### src/rtl/timer_pkg.sv
// Shared types and default sizing for the timer controller and the tick generator.
package timer_pkg;

    typedef enum logic [1:0] {
        IDLE  = 2'd0,
        COUNT = 2'd1,
        FLAG  = 2'd2
    } state_t;

    localparam int DIV_W_DEF       = 24;
    localparam int TC_W_DEF        = 16;
    localparam int DEFAULT_DIV_DEF = 250;
    localparam int ACK_TIMEOUT_DEF = 15;

endpackage

### src/rtl/timer_tick_gen_if.sv
// Handshake between the timer controller (master) and the tick generator (slave).
interface timer_tick_gen_if;

    logic rst_in;
    logic ena_in;
    logic flag_out;
    logic busy;

    modport master (
        output rst_in,
        output ena_in,
        input  flag_out,
        input  busy
    );

    modport slave (
        input  rst_in,
        input  ena_in,
        output flag_out,
        output busy
    );

endinterface

### src/rtl/timer_ack_watchdog.sv
// Counts unacknowledged FLAG cycles and latches a sticky overrun at ACK_TIMEOUT.
module timer_ack_watchdog #(
    parameter int ACK_TIMEOUT = 15
) (
    input  logic clock,
    input  logic reset,
    input  logic clr,
    input  logic inc,
    output logic overrun
);

    localparam int WD_W = (ACK_TIMEOUT < 1) ? 1 : $clog2(ACK_TIMEOUT + 1);
    localparam logic [WD_W-1:0] WD_MAX = WD_W'(ACK_TIMEOUT);

    logic [WD_W-1:0] wd_q, wd_d;
    logic            ovr_q, ovr_d;

    always_comb begin
        wd_d  = wd_q;
        ovr_d = ovr_q;
        if (clr) begin
            wd_d = '0;
        end else if (inc) begin
            if (wd_q != WD_MAX) begin
                wd_d = wd_q + WD_W'(1);
            end
            // Overrun latches on the same edge the count reaches the limit.
            if (wd_d == WD_MAX) begin
                ovr_d = 1'b1;
            end
        end
    end

    always_ff @(posedge clock) begin
        if (reset) begin
            wd_q  <= '0;
            ovr_q <= 1'b0;
        end else begin
            wd_q  <= wd_d;
            ovr_q <= ovr_d;
        end
    end

    assign overrun = ovr_q;

endmodule

### src/rtl/timer_tick_gen.sv
// Programmable prescaler that raises a held tick flag each divisor period and
// waits for the controller to acknowledge it by pulling rst_in low.
module timer_tick_gen
    import timer_pkg::*;
#(
    parameter int DIV_W       = DIV_W_DEF,
    parameter int DEFAULT_DIV = DEFAULT_DIV_DEF,
    parameter int ACK_TIMEOUT = ACK_TIMEOUT_DEF,
    parameter int TC_W        = TC_W_DEF
) (
    input  logic              clock,
    input  logic              reset,
    timer_tick_gen_if.slave   ctl,
    input  logic              div_load,
    input  logic [DIV_W-1:0]  div_value,
    output logic              overrun,
    output logic [TC_W-1:0]   tick_count,
    output logic [DIV_W-1:0]  div_active
);

    state_t           state_q, state_d;
    logic [DIV_W-1:0] cnt_q, cnt_d;
    logic [DIV_W-1:0] div_shadow_q, div_shadow_d;
    logic [DIV_W-1:0] div_active_q, div_active_d;
    logic [DIV_W-1:0] div_load_val;
    logic             flag_q, flag_d;
    logic [TC_W-1:0]  tick_q, tick_d;
    logic             wd_inc, wd_clr;

    always_comb begin
        // A zero divisor would never reach terminal count, so it is stored as 1.
        div_load_val = (div_value == '0) ? DIV_W'(1) : div_value;
        div_shadow_d = div_load ? div_load_val : div_shadow_q;

        state_d      = state_q;
        cnt_d        = cnt_q;
        div_active_d = div_active_q;
        flag_d       = 1'b0;
        tick_d       = tick_q;
        wd_inc       = 1'b0;
        wd_clr       = 1'b0;

        case (state_q)
            IDLE: begin
                cnt_d  = '0;
                wd_clr = 1'b1;
                if (ctl.rst_in && ctl.ena_in) begin
                    state_d      = COUNT;
                    div_active_d = div_shadow_d;
                end
            end
            COUNT: begin
                if (!ctl.rst_in) begin
                    state_d = IDLE;
                    cnt_d   = '0;
                end else if (ctl.ena_in) begin
                    if (cnt_q == div_active_q - DIV_W'(1)) begin
                        state_d = FLAG;
                        cnt_d   = '0;
                        flag_d  = 1'b1;
                        tick_d  = tick_q + TC_W'(1);
                    end else begin
                        cnt_d = cnt_q + DIV_W'(1);
                    end
                end
            end
            FLAG: begin
                cnt_d = '0;
                if (!ctl.rst_in) begin
                    state_d = IDLE;
                    wd_clr  = 1'b1;
                end else begin
                    flag_d = 1'b1;
                    wd_inc = 1'b1;
                end
            end
            default: begin
                state_d = IDLE;
                cnt_d   = '0;
            end
        endcase
    end

    always_ff @(posedge clock) begin
        if (reset) begin
            state_q      <= IDLE;
            cnt_q        <= '0;
            div_shadow_q <= DIV_W'(DEFAULT_DIV);
            div_active_q <= DIV_W'(DEFAULT_DIV);
            flag_q       <= 1'b0;
            tick_q       <= '0;
        end else begin
            state_q      <= state_d;
            cnt_q        <= cnt_d;
            div_shadow_q <= div_shadow_d;
            div_active_q <= div_active_d;
            flag_q       <= flag_d;
            tick_q       <= tick_d;
        end
    end

    timer_ack_watchdog #(
        .ACK_TIMEOUT (ACK_TIMEOUT)
    ) u_ack_watchdog (
        .clock   (clock),
        .reset   (reset),
        .clr     (wd_clr),
        .inc     (wd_inc),
        .overrun (overrun)
    );

    assign ctl.flag_out = flag_q;
    assign ctl.busy     = (state_q != IDLE);
    assign tick_count   = tick_q;
    assign div_active   = div_active_q;

endmodule

### src/flat_wrapper.sv
// flat-port wrapper written by rule: the top's interface ports become plain ports
module timer_tick_gen_flat import timer_pkg::*;
#(
    parameter int DIV_W       = DIV_W_DEF,
    parameter int DEFAULT_DIV = DEFAULT_DIV_DEF,
    parameter int ACK_TIMEOUT = ACK_TIMEOUT_DEF,
    parameter int TC_W        = TC_W_DEF
)
  (clock, reset, div_load, div_value, overrun, tick_count, div_active, ctl_rst_in, ctl_ena_in, ctl_flag_out, ctl_busy);
  timer_tick_gen_if ctl_i ();
  input  logic clock;
  input  logic reset;
  input  logic div_load;
  input  logic [DIV_W-1:0] div_value;
  output logic overrun;
  output logic [TC_W-1:0] tick_count;
  output logic [DIV_W-1:0] div_active;
  input wire logic [$bits(ctl_i.rst_in)-1:0] ctl_rst_in;
  input wire logic [$bits(ctl_i.ena_in)-1:0] ctl_ena_in;
  output wire logic [$bits(ctl_i.flag_out)-1:0] ctl_flag_out;
  output wire logic [$bits(ctl_i.busy)-1:0] ctl_busy;
  assign ctl_i.rst_in = ctl_rst_in;
  assign ctl_i.ena_in = ctl_ena_in;
  assign ctl_flag_out = ctl_i.flag_out;
  assign ctl_busy = ctl_i.busy;
  timer_tick_gen #(.DIV_W(DIV_W), .DEFAULT_DIV(DEFAULT_DIV), .ACK_TIMEOUT(ACK_TIMEOUT), .TC_W(TC_W)) u_core (.clock(clock), .reset(reset), .ctl(ctl_i), .div_load(div_load), .div_value(div_value), .overrun(overrun), .tick_count(tick_count), .div_active(div_active));
endmodule
### config.mk
export PLATFORM = sky130hd
export DESIGN_NAME = timer_tick_gen_flat
export DESIGN_NICKNAME = d
export VERILOG_FILES = /design/src/rtl/timer_pkg.sv /design/src/rtl/timer_tick_gen_if.sv /design/src/rtl/timer_ack_watchdog.sv /design/src/rtl/timer_tick_gen.sv /design/src/flat_wrapper.sv
export SDC_FILE = /design/constraint.sdc
export NUM_CORES = 1
export LEC_CHECK = 0
export CAP_MARGIN = 40
export CORE_MARGIN = 2
export CORE_UTILIZATION = 50
export CTS_BUF_LIST = sky130_fd_sc_hd__clkbuf_8 sky130_fd_sc_hd__clkbuf_16
export DETAILED_ROUTE_END_ITERATION = 12
export PLACE_DENSITY_LB_ADDON = 0.25
export SYNTH_ARGS = -nofsm -noshare
export SYNTH_HDL_FRONTEND = slang
export SYNTH_SLANG_ARGS = --single-unit
### constraint.sdc
create_clock -name clock -period 6.9 [get_ports clock]
set_clock_uncertainty 0.2 [all_clocks]
set_input_delay 1.38 -clock clock [delete_from_list [all_inputs] [get_ports clock]]
set_output_delay 1.38 -clock clock [all_outputs]
set_load 0.02 [all_outputs]
==> Word level (Yosys, flattened, before mapping) <==
Cells that the tools add are included.
{ "classes": {"n_addsub": 4, "n_eq_ne": 9, "mux": 20, "bitwise": 3, "n_reduce_logical": 10} }
{ "ops": {"columns": ["operator", "n"], "rows": [
  ["$mux W24", 3],
  ["$add A24 B1 Y24 const B", 1],
  ["$eq A24 B24 Y1", 1],
  ["$logic_not A24 Y1", 1],
  ["$sub A24 B1 Y24 const B", 1],
  ["$add A16 B1 Y16 const B", 1],
  ["$mux W4", 3],
  ["$mux W2", 5],
  ["$reduce_and A4 Y1", 2],
  ["$mux W1", 6],
  ["$pmux W2 S3", 1],
  ["$add A4 B1 Y4 const B", 1],
  ["$eq A4 B4 Y1 const B", 1],
  ["$ne A4 B4 Y1 const B", 1],
  ["$pmux W1 S2", 2],
  ["$ne A3 B2 Y1 const B", 1],
  ["$ne A3 B3 Y1 const B", 1],
  ["$not A1 Y1", 3],
  ["$reduce_and A3 Y1", 1],
  ["$reduce_or A3 Y1", 1],
  ["$eq A2 B1 Y1 const B", 1],
  ["$eq A2 B2 Y1 const B", 1],
  ["$logic_not A2 Y1", 1],
  ["$ne A2 B1 Y1 const B", 1],
  ["5 further kinds", 5]
]} }
{ "word_totals": {"register_bits": 96, "in_bits": 29, "out_inout_bits": 43, "wordCells": 54} }

==> Depth between registers and ports, before layout <==
{ "depth": {"depth_word": 6, "mapped_depth": 12} }

==> Modules after synthesis <==
From an unflattened synthesis, not the netlist that was laid out.
{ "hier_totals": {"hier_cells": 568, "hier_area_um2": 4951.0} }
{ "modules_own_cells": {"columns": ["module", "instances", "cells_each", "area_each_um2", "seq_area_each_um2"], "rows": [
  ["timer_tick_gen", 1, 539, 4682.0, 1821.7],
  ["timer_ack_watchdog", 1, 29, 269.0, 100.1]
]} }

==> Worst setup path after synthesis <==
OpenSTA, ideal clock, no wires.
{ "synth_timing": {"path_type": "register to register", "startpoint": "reg u_core.div_active_q[0] (netlist: u_core.div_active[0])", "endpoint": "reg u_core.tick_q[6] (netlist: u_core.tick_count[6])", "setup_time_ns": 0.123, "arrival_ns": 2.898, "required_time_ns": 6.577, "setup_slack_ns": 3.679, "stages_incl_launch_ff": 12, "path_cell_list": "dfxtp_1 inv_1 ha_1 xor2_1 nand2_1 or4_1 a2111oi_0 o311a_2 nand3_4 buf_6 nor4_1 mux2_1"} }
{ "synth_via": {"elab_chain_cells": 3} }
{ "synth_rtl": {"columns": ["item", "line_no", "rtl"], "rows": [
  ["start, declared", "timer_tick_gen.sv:24", "logic [DIV_W-1:0] div_active_q, div_active_d;"],
  ["start signal, assigned", "timer_tick_gen.sv:89", "div_active_q <= DIV_W'(DEFAULT_DIV);"],
  ["start signal, assigned", "timer_tick_gen.sv:96", "div_active_q <= div_active_d;"],
  ["$sub A24 B1 Y24", "timer_tick_gen.sv:57", "if (cnt_q == div_active_q - DIV_W'(1)) begin"],
  ["$eq A24 B24 Y1", "timer_tick_gen.sv:57", null],
  ["$reduce_and A4 Y1 (no source line)", null, null],
  ["end signal, assigned", "timer_tick_gen.sv:98", "tick_q <= tick_d;"],
  ["end, declared", "timer_tick_gen.sv:27", "logic [TC_W-1:0] tick_q, tick_d;"]
]} }
No other way between the ends.
A chain may end at the register's enable or synchronous reset.

==> Final worst setup path <==
{ "layout_timing": {"startpoint": "reg u_core.div_active_q[0] (netlist: u_core.div_active[0])", "endpoint": "reg u_core.cnt_q[10]"} }
{ "layout_via": {"elab_chain_cells": 3} }
{ "layout_rtl": {"columns": ["item", "line_no", "rtl"], "rows": [
  ["$sub A24 B1 Y24", "timer_tick_gen.sv:57", null],
  ["$eq A24 B24 Y1", "timer_tick_gen.sv:57", null],
  ["$mux W24", "timer_tick_gen.sv:57", null],
  ["end signal, assigned", "timer_tick_gen.sv:94", "cnt_q <= cnt_d;"],
  ["end, declared", "timer_tick_gen.sv:22", "logic [DIV_W-1:0] cnt_q, cnt_d;"]
]} }
No other way between the ends.

==> flow_summary.json <==
{
  "die_area_um2": 10600,
  "worstHoldPathType": "register to register",
  "die_y_um": 103,
  "path_buf_inv": 1,
  "fin_area_um2": 5840,
  "vias": 4257,
  "synth-seq-cells": 96,
  "p_switching_mw": 0.316,
  "nNetsFinal": 659,
  "synth_top_area_share_pct": 39.2,
  "leakage_nw": 2.11,
  "fin_util_pct": 60.6,
  "portBuffers": 71,
  "ioPinCount": 72,
  "holdPathStages": 2,
  "rsz0062_at_grt": "no",
  "antenna_found_initial": 0,
  "post-dp-hpwl_mm": 8.32,
  "p_sw_share_pct": 27.4,
  "crit_type": "register to register",
  "path_clk_slew_ns": 0.09,
  "synth_area_leaders": "dfxtp_1, nor2_1, mux2i_1",
  "drt-initial-drc-count": 170,
  "dpl_cell_area_um2": 5650,
  "worstMarginPinSlew_ns": 0.795,
  "fmax_ghz": 0.260,
  "syn_area_um2": 4900,
  "path_delay_family": "simple AND/OR/NAND/NOR gates",
  "start_kind": "register",
  "synth_area_per_cell_um2": 8.67,
  "grt-ovfl-total": 0,
  "diodes": 0,
  "start_util_pct": 50.8,
  "outcome": "completed",
  "setup_slack_ns": 3.05,
  "power_frac_seq_pct": 52.3,
  "r2r_cells": 10,
  "numCtsBuffers": 9,
  "preCtsSetupSlack_ns": 2.95,
  "synth_edf_count": 0,
  "cts_tree": "done",
  "cts_resized": 0,
  "post_drt_wl_per_cell_um": 14.9,
  "yosysWarnings": 0,
  "cts.sinks": 96,
  "p_comb_share_pct": 15.9,
  "syn_nets": 601,
  "via_per_inst": 5.60,
  "grt_pass1_vias": 3985,
  "synth_top_cell_by_area": "dfxtp_1",
  "path_max_fanout": 24,
  "clkLatencyLatePin_ns": 0.35,
  "hold_viol": 0,
  "drc_errors": 0,
  "ys_types": 55,
  "cp.arrival_ns": 3.86,
  "final_common_cell": "nor2_1",
  "fin_setup_tns_ns": 0,
  "core-area_um2": 9640,
  "setup_violations": 0,
  "drt_first_pass_iters": 5,
  "vdd_ir_drop_max_mv": 0.143,
  "clockBufferDepth": 2,
  "power.internal_mw": 0.835,
  "drive_gt1_share_pct": 6.22,
  "dieWidth_um": 103,
  "htree_levels": 3,
  "critPathRequiredTime_ns": 6.92,
  "grt_first_pass_wirelength_mm": 18.7,
  "ys.flop_type": "dfxtp_1",
  "track_usage_pct": 22.1,
  "end_kind": "register",
  "slowest_delay_ns": 0.69,
  "crit_path_top_delay_cell": "nand2_1",
  "routabilityCongestion": 0.868,
  "report.final.slew_viol_count": 0,
  "detail_route.wirelength_mm": 11.3,
  "finalCritPeriodShare_pct": 55.8,
  "finalPower_mw": 1.15,
  "async_reset_ff_share_pct": 0,
  "layout_common_cells": "nor2_1, dfxtp_1, clkdlybuf4s50_1",
  "clockRootBuffer": "clkbuf_8",
  "slew_headroom_pct": 47.0,
  "clockPowerShare_pct": 31.8,
  "ctsHoldBuffers": 0,
  "rows": 36,
  "p_per_area_nw_per_um2": 197,
  "area_growth_pct": 19.3,
  "ant_nets": 0,
  "grt_max_degree": 83,
  "ys_seq_area_share_pct": 39.2,
  "cp_cell_sequence": "inv_1 -> ha_1 -> nor3b_2 -> nand4_1 -> nor4_1 -> o211ai_1 -> nor4_4 -> nand3_4 -> nand2_1 -> nor2_1",
  "syn_inst": 565,
  "dp_cells": 745,
  "whs_ns": 0.276,
  "fin_cells": 760,
  "cp.depth": 10,
  "fin_crit_ns": 3.85,
  "post_cts_buffers": 0,
  "max-cap-violations": 0
}
power by group through the flow:
| stage | Clock, mW | Sequential (mW) | Combinational [mW] |
|---|---|---|---|
| 2_1_floorplan | 0 | 0.620 | 0.108 |
| 3_3_place_gp | 0 | 0.613 | 0.176 |
| 3_5_place_dp | 0 | 0.614 | 0.182 |
| 4_1_cts | 0.378 | 0.601 | 0.183 |
| 5_1_grt | 0.396 | 0.605 | 0.200 |
| 6_report | 0.366 | 0.602 | 0.182 |
cell families after synthesis:
kind of cell               after synthesis  share of synthesized area [%]
buffers and inverters                   37                           3.93
adders and majority gates                7                           1.79
AOI/OAI and AO/OA                       69                           9.68
xor gates and xnor gates                56                           10.0
and+or+nand+nor                        264                           27.7
muxes                                   36                           7.64
DFF                                     96                           39.2
state kept, by name, summed over array words and instances, names as in the netlist:
| name | cells |
|---|---|
| u_core.cnt_q | 24 |
| u_core.div_active | 24 |
| u_core.div_shadow_q | 24 |
| u_core.tick_count | 16 |
| u_core.u_ack_watchdog.wd_q | 4 |
| u_core.state_q | 2 |
| u_core.ctl.flag_out | 1 |
| u_core.u_ack_watchdog.overrun | 1 |
layout make-up:
cell class / instances / area (µm²)
Clock buffer: 10 / 138
Multi-Input combinational cell: 432 / 2790
Clock inverter: 5 / 56.3
Inverter: 10 / 37.5
Timing Repair Buffer: 74 / 736
Sequential cell: 96 / 1920
Fill cell: 876 / 3800
Tap cell: 133 / 166
routing by layer:
metal,GRT usage [%],vias to the layer above,part of all wire [%]
li1,-,2117,-
met1,29.5,2006,45
met2,36.9,113,49
met3,3.93,21,4.6
met4,5.97,0,1.6
met5,0,-,0
synth_stat cells (all sizes together), types with 2 or more instances:
library cell,instances
dfxtp,96
nor4,16
o21ai,13
mux2i,25
buf,8
xnor2,28
a41oi,2
nor3,19
a21oi,12
nor4b,2
o22ai,2
and3b,2
or3,11
and2,2
inv,10
clkbuf,19
nand2b,6
or4,11
nor2b,13
nand3,23
a31oi,4
a211o,6
a211oi,17
ha,7
a2111oi,2
xor2,28
nor2,101
nand4,12
and3,8
a21o,2
and4,3
mux2,11
nand2,31
o31ai,3
final timing paths:
| path | from | to | slack (ns) |
|---|---|---|---|
| setup reg to reg | u_core.div_active[0] | u_core.cnt_q[10] | 3.05 |
| setup / recovery | u_core.div_active[0] | u_core.cnt_q[10] | 3.05 |
| hold / removal | u_core.div_shadow_q[4] | u_core.div_shadow_q[4] | 0.28 |
| hold reg to reg | u_core.div_shadow_q[4] | u_core.div_shadow_q[4] | 0.28 |
worst min-delay path, cell delays in order, from the launching register on:
cell	delay, ns
dfxtp_1	0.31
mux2i_1	0.07
nand2b_1	0.07
Note: power is estimated with default switching activity, not from simulation.
